### config.mk
export PLATFORM = sky130hd
export DESIGN_NAME = instruction_fetch
export DESIGN_NICKNAME = d
export VERILOG_FILES = /design/src/rtl/instruction_fetch.sv
export SDC_FILE = /design/constraint.sdc
export NUM_CORES = 1
export LEC_CHECK = 0
export CAP_MARGIN = 10
export CORE_MARGIN = 2
export CORE_UTILIZATION = 50
export CTS_BUF_LIST = sky130_fd_sc_hd__clkbuf_8 sky130_fd_sc_hd__clkbuf_16
export DETAILED_ROUTE_END_ITERATION = 10
export DONT_BUFFER_PORTS = 1
export PLACE_DENSITY = 0.72
export SLEW_MARGIN = 20
export SYNTH_ARGS = -nofsm -noshare
export SYNTH_HDL_FRONTEND = slang
export SYNTH_SLANG_ARGS = --single-unit
### constraint.sdc
create_clock -name clk -period 1.7 [get_ports clk]
set_clock_uncertainty 0.2 [all_clocks]
set_input_delay 0.51 -clock clk [delete_from_list [all_inputs] [get_ports clk]]
set_output_delay 0.51 -clock clk [all_outputs]
set_load 0.005 [all_outputs]
### src/rtl/instruction_fetch.sv
// instruction_fetch: one-word-at-a-time fetch from 1-cycle synchronous RAM with valid/ready to decode.
// Optional misaligned-fetch trap built when IFETCH_MISALIGN_TRAP_EN is defined.
module instruction_fetch #(
  parameter int WORD_SIZE = 32,
  parameter int ADDR_BITS = 16,
  parameter logic [WORD_SIZE-1:0] NOP_INSTR = 32'h00000013
) (
  input  logic                 clk,
  input  logic                 rst,
  input  logic                 fetch_en,
  input  logic                 flush,
  input  logic [WORD_SIZE-1:0] pc_addr,
  output logic                 pc_en,
  output logic [ADDR_BITS-1:0] imem_addr,
  output logic                 imem_rden,
  input  logic [WORD_SIZE-1:0] imem_q,
  output logic [WORD_SIZE-1:0] instr,
  output logic [WORD_SIZE-1:0] instr_pc,
  output logic                 instr_valid,
  input  logic                 instr_ready,
  output logic                 instr_fault
);
`ifdef IFETCH_MISALIGN_TRAP_EN
  typedef enum logic [1:0] {S_REQ, S_WAIT, S_HOLD, S_FAULT} state_t;
  logic misalign;
  assign misalign = |pc_addr[1:0];
`else
  typedef enum logic [1:0] {S_REQ, S_WAIT, S_HOLD} state_t;
  logic misalign;
  assign misalign = 1'b0;
`endif
  state_t               state_q;
  logic [WORD_SIZE-1:0] fetch_pc_q, instr_q, pc_q;
  logic                 valid_q, fault_q;
  assign imem_addr   = pc_addr[ADDR_BITS+1:2];
  assign imem_rden   = !rst && !flush && state_q == S_REQ && fetch_en && !misalign;
  // the counter advances only while the read data is actually being latched
  assign pc_en       = !rst && !flush && state_q == S_WAIT;
  assign instr       = instr_q;
  assign instr_pc    = pc_q;
  assign instr_valid = valid_q;
  assign instr_fault = fault_q;
  always_ff @(posedge clk) begin
    if (rst) begin
      state_q    <= S_REQ;
      fetch_pc_q <= '0;
      instr_q    <= NOP_INSTR;
      pc_q       <= '0;
      valid_q    <= 1'b0;
      fault_q    <= 1'b0;
    end else if (flush) begin
      state_q <= S_REQ;
      instr_q <= NOP_INSTR;
      valid_q <= 1'b0;
      fault_q <= 1'b0;
    end else begin
      case (state_q)
        S_REQ: if (fetch_en) begin
`ifdef IFETCH_MISALIGN_TRAP_EN
          if (misalign) begin
            state_q <= S_FAULT;
            instr_q <= NOP_INSTR;
            pc_q    <= pc_addr;
            valid_q <= 1'b1;
            fault_q <= 1'b1;
          end else
`endif
          begin
            fetch_pc_q <= pc_addr;
            state_q    <= S_WAIT;
          end
        end
        S_WAIT: begin
          instr_q <= imem_q;
          pc_q    <= fetch_pc_q;
          valid_q <= 1'b1;
          state_q <= S_HOLD;
        end
        S_HOLD: if (instr_ready) begin
          instr_q <= NOP_INSTR;
          valid_q <= 1'b0;
          state_q <= S_REQ;
        end
        default: state_q <= state_q;
      endcase
    end
  end
endmodule

==> results.md <==
| Parameter | This run | Unit |
|---|---|---|
| Maximum frequency from static timing analysis | 531 | MHz |
| Final Slew Violations | 0 | - |
| Hold_ws | 32.7 | ps |
| Starting density of the core | 0.508 | - |
| Number of port buffers | 0 | - |
| Total length of routed wires | 9.05 | mm |
| Width of the die | 89.1 | um |
| HPWL after detailed placement | 5.12 | mm |
| Worst setup path category | flip-flop to primary output | - |
| Fillers | 615 | - |
| Count of TritonRoute iterations in the first routing pass | 5 | - |
| # nets final | 511 | - |
| Residual overflow from global routing | 0 | - |
| Peak supply drop | 0.787 | mV |
| Synthesis-stage register bit count | 99 | - |
| Antenna Nets Post-Route | 0 | - |
| YS warnings | 0 | - |
| Worst reg2reg path startpoint | state_q[1] | - |
| Area growth, synth to finish | 23.1 | % |
| Crit path arrival time | 1170 | ps |
| Post-Syn Instances | 436 | - |
| Root buffer cell | sky130_fd_sc_hd__clkbuf_8 | - |
| Reg2reg setup slack | -180 | ps |
| Most common cell after layout, fill and taps aside | sky130_fd_sc_hd__nand2_1 | - |
| Final estimated routing congestion in global placement | 0.745 | - |
| Count of distinct cell types in the synthesized netlist | 27 | - |
| Failing checks | negative setup slack | - |
| Leading cell types in the layout, fill and taps excluded | sky130_fd_sc_hd__nand2_1 (106), sky130_fd_sc_hd__dfxtp_1 (97), sky130_fd_sc_hd__a21oi_1 (58) | - |
| Final hold viol count | 0 | - |
| Synthesized area | 3620 | um2 |
| Fin crit period | 1880 | ps |
| Result of the run | finished with violations | - |
| Total track usage | 0.193 | - |
| Sequential fraction of the synthesis area | 0.547 | - |
| Die H | 89.1 | um |
| Clock input transition at the sequential cells of the worst setup and hold paths | 90 | ps |
| Layout cells sized above 1 | 0.273 | - |
| Number of violations of the max-capacitance limit | 0 | - |
| Worst setup SP type | flip-flop | - |
| Hold crit path type | input pin to flip-flop | - |
| CTS tree | built | - |
| Antenna violations before repair | 0 | - |
| Number of global-route vias before repair | 2,586 | - |
| Core Area | 7140 | um2 |
| CTS H-tree lvls | 3 | - |
| Cell depth of the worst flop-to-flop path | 9 | - |
| Average cell area after synthesis | 8.31 | um2 |
| DRC violation count after routing | 0 | - |
| R2R Path End | instr[21] | - |
| Crit. Startpoint | state_q[1] | - |
| Clock Sinks | 99 | - |
| LEAKAGE | 1.53 | nW |
| Mapped Nets | 508 | - |
| Average wire per cell in the routed design | 16.7 | um |
| Cts bufs inserted | 9 | - |
| Worst setup path endpoint | imem_rden | - |
| Number of endpoints failing setup at the final stage | 62 | - |
| Via count | 2,901 | - |
| Die area | 7940 | um2 |
| Kind of end point of the critical path | primary output | - |
| Fin crit share | 1.11 | - |
| Clock Path Buffers | 2 | - |
| Maximum fanout encountered on the critical timing path | 2 | - |
| Post-placement worst setup slack | -496 | ps |
| Clock latency reported for the late side of the worst-skew pair | 350 | ps |
| Vias per Instance | 5.34 | - |
| Count of boundary I/O pins | 153 | - |
| Total power consumption of the routed design | 4.36 | mW |
| First DRT Iteration DRCs | 98 | - |
| Largest net degree at the start of global routing | 68 | - |
| Wire length of the first global-routing pass | 11.9 | mm |
| Floorplan row count | 31 | - |
| Required time of the critical path | 990 | ps |
| Number of antenna repair diodes | 0 | - |
| Minimum setup slack in the final design | -184 | ps |
| Power density relative to cell area | 977 | nW/um2 |
| RSZ-0062 raised after global routing | true | - |
==> synthesized netlist by cell type <==
cell                       count  area, um2
sky130_fd_sc_hd__and3b_1       1       8.76
sky130_fd_sc_hd__a21oi_1      65        325
sky130_fd_sc_hd__buf_4        17        128
sky130_fd_sc_hd__and4_1        1       8.76
sky130_fd_sc_hd__or3_1         1       6.26
sky130_fd_sc_hd__ha_1          3       37.5
sky130_fd_sc_hd__mux2i_1       1       10.0
sky130_fd_sc_hd__a31oi_1       1       6.26
sky130_fd_sc_hd__a311oi_1      1       8.76
sky130_fd_sc_hd__dfxtp_1      99       1980
sky130_fd_sc_hd__nand2b_1      5       31.3
sky130_fd_sc_hd__and3_1        1       6.26
sky130_fd_sc_hd__nand3b_1      1       7.51
sky130_fd_sc_hd__nand2_1     129        484
sky130_fd_sc_hd__nand4_1       1       6.26
sky130_fd_sc_hd__buf_1         1       3.75
sky130_fd_sc_hd__nor2_1       35        131
sky130_fd_sc_hd__o21ai_0       2       10.0
sky130_fd_sc_hd__a22oi_1      29        218
sky130_fd_sc_hd__clkbuf_1      9       33.8
sky130_fd_sc_hd__nor3_1        1       5.00
sky130_fd_sc_hd__conb_1        1       3.75
sky130_fd_sc_hd__nor2b_1       5       31.3
sky130_fd_sc_hd__or2_2         1       6.26
sky130_fd_sc_hd__o21ai_1       1       5.00
sky130_fd_sc_hd__buf_2        22        110
sky130_fd_sc_hd__inv_1         2       7.51
==> sequential cells by signal, indices dropped and copies added, names as in the netlist <==
signal,flops
fetch_pc_q,32
instr,32
instr_pc,32
state_q,2
instr_valid,1
==> cell families (layout without fill, tap and decap cells) <==
group,Yosys count,in the layout,share of synthesized area
AND/OR/NAND/NOR,182,183,0.202
AO/OA/AOI/OAI,99,99,0.158
flip-flops,99,99,0.547
buffers and inverters,51,58,0.0781
adder cells (fa/ha/maj),3,3,0.0104
other,1,1,0.00104
multiplexers,1,1,0.00276
==> per-layer routing <==
layer,share of wire,wire (um),GRT usage,up-vias
li1,-,-,-,1414
met1,0.40,3660,0.227,1369
met2,0.50,4530,0.316,107
met3,0.078,708,0.0840,11
met4,0.015,140,0.0678,0
met5,0,0,0,-
==> critical path, cell delays in order, from the launching register on <==
cell,delay [ps]
sky130_fd_sc_hd__dfxtp_2,330
sky130_fd_sc_hd__inv_2,80
sky130_fd_sc_hd__buf_6,110
sky130_fd_sc_hd__ha_4,130
sky130_fd_sc_hd__and3_4,170
==> power by group <==
group | switching (mW) | internal, mW
Combinational | 0.228 | 0.233
Sequential | 0.0375 | 2.38
Clock | 0.799 | 0.679
Total | 1.07 | 3.29
==> area by class of cell <==
cell class	count	area, um2	area share
well taps	99	124	0.0278
flip-flops and latches	99	1980	0.445
repair buffers	40	505	0.113
clock inverters	7	68.8	0.0154
multi-input cells	287	1640	0.369
clock buffers	9	124	0.0278
inverters	2	7.51	0.00168
==> metrics by stage <==
step,instance area [um2],setup TNS (ps),instances,util
finish,4460,-6400,543,0.625
global placement,3650,-9700,503,0.511
global route,4460,-9620,543,0.625
CTS,3930,-2230,523,0.551
floorplan,3640,0,436,-
detailed placement,3650,-13710,503,0.511
==> worst min path at each step <==
stage	from	end	slack, ps	cells past startpoint
2_1_floorplan	fetch_pc_q[0]	instr_pc[0]	230	2
3_3_place_gp	fetch_pc_q[28]	instr_pc[28]	230	2
3_5_place_dp	fetch_pc_q[9]	instr_pc[9]	240	2
4_1_cts	rst	instr_pc[24]	7	1
5_1_grt	rst	fetch_pc_q[7]	2	1
6_report	rst	fetch_pc_q[6]	30	1
==> what timing repair did <==
action	4_1_cts	5_1_grt
gates cloned	0	7
hold buffers	0	1
gates resized for setup	16	77
pin swaps	2	5
endpoints found under the hold margin	0	4
setup endpoints to repair	52	66
buffers inserted	4	13
(Power assumes the default switching activity.)
==> RTL change 1 (same settings) <==
Add a define of `IFETCH_MISALIGN_TRAP_EN`.
--- a/src/rtl/instruction_fetch.sv
+++ b/src/rtl/instruction_fetch.sv
@@ -1,5 +1,7 @@
 // instruction_fetch: one-word-at-a-time fetch from 1-cycle synchronous RAM with valid/ready to decode.
 // Optional misaligned-fetch trap built when IFETCH_MISALIGN_TRAP_EN is defined.
+`define IFETCH_MISALIGN_TRAP_EN
+
 module instruction_fetch #(
   parameter int WORD_SIZE = 32,
   parameter int ADDR_BITS = 16,
Check against the original RTL: not equivalent (Yosys sat finds a counterexample within 4 cycles, from zero or initial values and one cycle with rst high).
==> RTL change 1 against the unedited design <==
The run still ends with negative setup slack left; wire length increased by 25%; sequential cell count up 1; worst setup slack worse by 320 ps; synthesized area is 12% higher; critical endpoint unchanged; design area is 22% higher; largest cell class is now multi-input combinational cells.
Power is not compared: it rests on default switching activity, and its combinational part moved more than twofold at a synthesized area within 25%.
==> RTL change 1: results (changes against the unedited design) <==
======================================================================================================
Leading cell types by total area after synthesis                                          dfxtp_1 49%, nand2_1 8.4%, mux2i_1 8.1%   was dfxtp_1 55%, nand2_1 13%, a21oi_1 9.0%
Leakage dissipation                                                                            1.79 nW
Clock latency reported for the late side of the worst-skew pair                                 340 ps
Synth unique cells                                                                                  26   was 27
Number of diodes                                                                                     0   unchanged
Hold Crit Class                                                                              in -> reg   unchanged
Root Buffer Master                                                                            clkbuf_8   unchanged
Data arrival time of the critical path                                                         1500 ps   was 1170 ps
Total Routing Usage GR                                                                           24.9%   was 19.3%
Wire length of the first global-routing pass                                                  17300 µm   was 11900 µm
Non-filler instance count after layout                                                             584   was 543
Post-detailed-placement half-perimeter wirelength                                              6170 µm   was 5120 µm
Maximum number of pins on one net before global-route repair                                        65   was 68
Setup Slack @ Placement                                                                        -236 ps   was -496 ps
Start-to-end type of the worst setup path                                                   reg -> out   unchanged
Count of buffers from port buffering                                                                 0   unchanged
Vias/cell                                                                                         5.76   was 5.34
Post-layout net count                                                                              551   was 511
Antenna violations before repair                                                                     0   unchanged
Violated checks                                                                           negative setup slack   unchanged
Crit path setup slack, layout                                                                  -507 ps   was -184 ps
Clock buffer count from CTS                                                                          9   unchanged
RR Startpoint                                                                               state_q[1]   unchanged
Maximum level of the CTS H-tree                                                                      3   unchanged
Async SR Flop Fraction                                                                              0%   unchanged
Wire length per cell                                                                           19.3 µm   was 16.7 µm
IR drop worst, VDD                                                                            0.656 mV
Placer's final routability congestion estimate                                                   0.704   was 0.745
Largest fanout on the critical path                                                                  2   unchanged
Cell Count Post-Placement                                                                          540   was 503
Clock transition at the register clock pins on the worst setup and hold paths after CTS         110 ps   was 90 ps
Start point of the worst min-delay path                                                            rst   unchanged
Violation count after the first detailed-routing iteration                                          91   was 98
Final TNS setup                                                                              -20650 ps   was -6400 ps
Status                                                                                    finished, violations left   unchanged
Post-synthesis average cell area                                                              8.61 µm²   was 8.31 µm²
Initial DRT Pass Iterations                                                                          4   was 5
List of most frequent post-synthesis cells                                                100 x dfxtp_1, 91 x nand2_1, 63 x a21oi_1   was 129 x nand2_1, 99 x dfxtp_1, 65 x a21oi_1
Largest buffer count on any clock path                                                               2   unchanged
Number of failing setup endpoints in the final timing report                                        98   was 62
Vias in the first global route                                                                    3512   was 2586
Proportion of layout cells with a drive suffix above 1                                           41.3%   was 27.3%
Count of yosys warnings during synthesis                                                             0   unchanged
Max-slew headroom                                                                                77.0%
Sequential area share after synthesis                                                            49.3%   was 54.7%
======================================================================================================
[RTL change 1: cell types whose count changed in the layout (fill, tap and decap cells not counted), moves of 17 or more]
cell      unedited run  this run
a21oi_2              7        24
nand3_2              0        24
a211oi_2             0        24
a21oi_1             58        39
a22oi_2             20         0
mux2i_1              0        33
nand2_1            106        63
[RTL change 1: critical path, stage by stage (launching register included)]
cell	delay [ps]
dfxtp_2	340
inv_2	80
ha_4	140
nand2_2	50
or4_4	440
nor2_4	120
[RTL change 1: worst paths after layout]
kind	slack [ps]	cells after the start	endpoint
worst min register to register	250	2	fetch_pc_q[8]
worst max register to register	-360	10	instr_valid
worst min-delay path	30	1	instr_pc[9]
worst max-delay path	-510	5	imem_rden
[RTL change 1: what timing repair did]
action,in CTS,in global routing
resized for setup,95,47
hold buffers,2,0
endpoints found under the hold margin,2,0
setup buffers,16,6
gates cloned,14,1
setup endpoints to repair,98,99
pin swaps,48,26
[RTL change 1: layer usage]
metal,track usage (%),vias up,share of wire [%],wire [µm]
met5,0,-,0,0
met3,6.74,12,7.7,872
li1,-,1606,-,-
met4,7.85,0,1.2,132
met2,44.2,128,51,5800
met1,29.1,1617,40,4480
[RTL change 1: final cells by class]
type / count / area [µm²]
fill: 606 / 2370
tap: 102 / 128
timing repair buffer: 49 / 727
clock buffer: 9 / 124
clock inverter: 7 / 52.6
inverter: 4 / 15.0
multi-input combinational: 313 / 2380
sequential: 100 / 2000
[RTL change 1: per-stage QoR]
stage | power, W | cell area (µm²)
5_1_grt | 0.00513 | 5440
3_3_place_gp | 0.00312 | 4320
2_1_floorplan | 0.00306 | 4330
3_5_place_dp | 0.00315 | 4320
6_report | 0.00493 | 5440
4_1_cts | 0.00499 | 5400
[RTL change 1: power breakdown]
part	switching (W)	internal (W)
Combinational	0.000524	0.000526
Sequential	0.0000804	0.00244
Clock	0.000827	0.000538
Total	0.00143	0.00350
[RTL change 1: logic make-up (layout without fill, tap and decap cells)]
kind of cell	after synthesis	count (layout)	synth area share, %
AO/OA/AOI/OAI	102	102	15.5
multiplexers	33	33	8.14
flip-flops	100	100	49.3
adder cells (fa/ha/maj)	5	5	1.54
buffers and inverters	58	69	7.55
AND/OR/NAND/NOR	173	173	17.9
==> RTL change 2 (config.mk and constraints unchanged) <==
Made on the original files. The 3 states of `state_t` get a one-hot encoding in 3 bits.
--- a/src/rtl/instruction_fetch.sv
+++ b/src/rtl/instruction_fetch.sv
@@ -25,7 +25,7 @@
   logic misalign;
   assign misalign = |pc_addr[1:0];
 `else
-  typedef enum logic [1:0] {S_REQ, S_WAIT, S_HOLD} state_t;
+  typedef enum logic [2:0] {S_REQ = 3'b001, S_WAIT = 3'b010, S_HOLD = 3'b100} state_t;
   logic misalign;
   assign misalign = 1'b0;
 `endif
Function: same outputs for any inputs over 10 cycles, from zero or initial values and one cycle with rst high; not proved beyond that.
==> RTL change 2 against the unedited design <==
Maximum frequency grew 2.7%; wire length shrank 1.9%; count of clock-buffer cells in the layout is the same; design area grew 6.4%; largest cell class unchanged; critical path depth shrank 1; total power shrank 6.8%; sequential cell count grew 1; the run still ends with negative setup slack left; worst setup slack gained 50 ps; synthesized area grew 8.4%; global-route usage shrank 1.9 points.
==> RTL change 2: results (changes against the unedited design) <==
=================================================================================================================
Status                                                                                               finished, violations left   unchanged
Violated checks                                                                                      negative setup slack   unchanged
Violation count after the first detailed-routing iteration                                                     52   was 98
Setup Slack @ Placement                                                                                  -31.6 ps   was -496 ps
Cell Count Post-Placement                                                                                     470   was 503
IR drop worst, VDD                                                                                       0.546 mV   was 0.787 mV
Switching power summed over all nets                                                                   0.000992 W   was 0.00107 W
Leakage dissipation                                                                                       1.64 nW   was 1.53 nW
Proportion of layout cells with a drive suffix above 1                                                      30.6%   was 27.3%
Clock latency reported for the late side of the worst-skew pair                                            360 ps
Crit path setup slack, layout                                                                             -134 ps   was -184 ps
Data arrival time of the critical path                                                                    1120 ps   was 1170 ps
Max-slew headroom                                                                                           33.6%
Portion of the layout cell area used by non-clock buffers                                                   8.73%   was 11.3%
Inverter count of the layout excluding clock inverters                                                          7   was 2
Hold buffers post-CTS                                                                                           1   was 0
Post-detailed-placement half-perimeter wirelength                                                         4960 µm   was 5120 µm
Vias post-DR                                                                                                 2718   was 2901
Compound-gate portion of the synthesized area                                                               12.5%   was 15.8%
Total Routing Usage GR                                                                                      17.4%   was 19.3%
Number of failing setup endpoints in the final timing report                                                   34   was 62
Cell area power density                                                                                856 nW/µm²   was 977 nW/µm²
Count of filler cells inserted in the layout                                                                  625   was 615
Post-synthesis register bit count                                                                             100   was 99
Number of cells on the worst reg-to-reg path                                                                    5   was 9
Largest fanout on the critical path                                                                             3   was 2
End-of-flow core utilization                                                                                62.0%   was 62.5%
Clock-cell share of area                                                                                    3.85%   was 4.32%
List of most frequent post-synthesis cells                                                           100 x dfxtp_1, 67 x nand2b_1, 65 x nand2_1   was 129 x nand2_1, 99 x dfxtp_1, 65 x a21oi_1
Non-filler instance count after layout                                                                        504   was 543
Post-synthesis mux area share                                                                               8.16%   was 0.276%
Arithmetic-cell share of the synthesized area counting full adders, half adders and majority gates             0%   was 1.04%
RR Startpoint                                                                                          state_q[0]   was state_q[1]
Post-CTS resize count                                                                                          20   was 16
Combinational Power                                                                                    0.000253 W   was 0.000461 W
Wire length per cell                                                                                      17.6 µm   was 16.7 µm
Initial DRT Pass Iterations                                                                                     4   was 5
Register share of total power                                                                               59.4%   was 55.5%
Sequential area share after synthesis                                                                       51.0%   was 54.7%
Register Area                                                                                            2010 µm²   was 1980 µm²
Layout buffer count excluding clock buffers                                                                    31   was 40
Synth unique cells                                                                                             25   was 27
Final TNS setup                                                                                          -3030 ps   was -6400 ps
Number of combinational gates with multiple inputs                                                            248   was 287
Cell with the largest stage delay on the worst path                                                       dfxtp_4   was dfxtp_2
Vias in the first global route                                                                               2460   was 2586
Maximum number of pins on one net before global-route repair                                                   83   was 68
Leading cell types by total area after synthesis                                                     dfxtp_1 51%, nand2b_1 11%, mux2i_1 8.2%   was dfxtp_1 55%, nand2_1 13%, a21oi_1 9.0%
Start point of the worst min-delay path                                                                 imem_q[3]   was rst
Root Buffer Master                                                                                       clkbuf_8   unchanged
Setup repair bufs after CTS                                                                                     6   was 4
=================================================================================================================
RTL change 2: changes by cell type in the layout (fill, tap and decap cells not counted), moves of 20 or more:
cell      change
a21oi_1      -53
mux2i_1      +32
nand2_1      -76
nand2b_1     +63
a21oi_2      +24
a22oi_2      -20
a22o_1       +29
nor2_1       -33
nand2_4      +27
RTL change 2: path summary, 6_finish.rpt:
| path | end | slack (ps) |
|---|---|---|
| max reg2reg | instr_pc[5] | -130 |
| min | instr[3] | 80 |
| max | pc_en | -130 |
| min reg2reg | instr_pc[0] | 260 |
RTL change 2: worst register-to-register path: stages (launching register included):
cell	delay, ps
dfxtp_4	380
buf_6	130
or4b_4	610
clkbuf_16	240
nand2_2	80
a21oi_2	50
RTL change 2: layer usage:
metal / vias to the layer above / GRT usage [%] / wire (µm)
met5: - / 0 / 0
li1: 1306 / - / -
met3: 11 / 8.22 / 742
met2: 98 / 29.7 / 4390
met4: 0 / 4.35 / 114
met1: 1303 / 19.6 / 3630
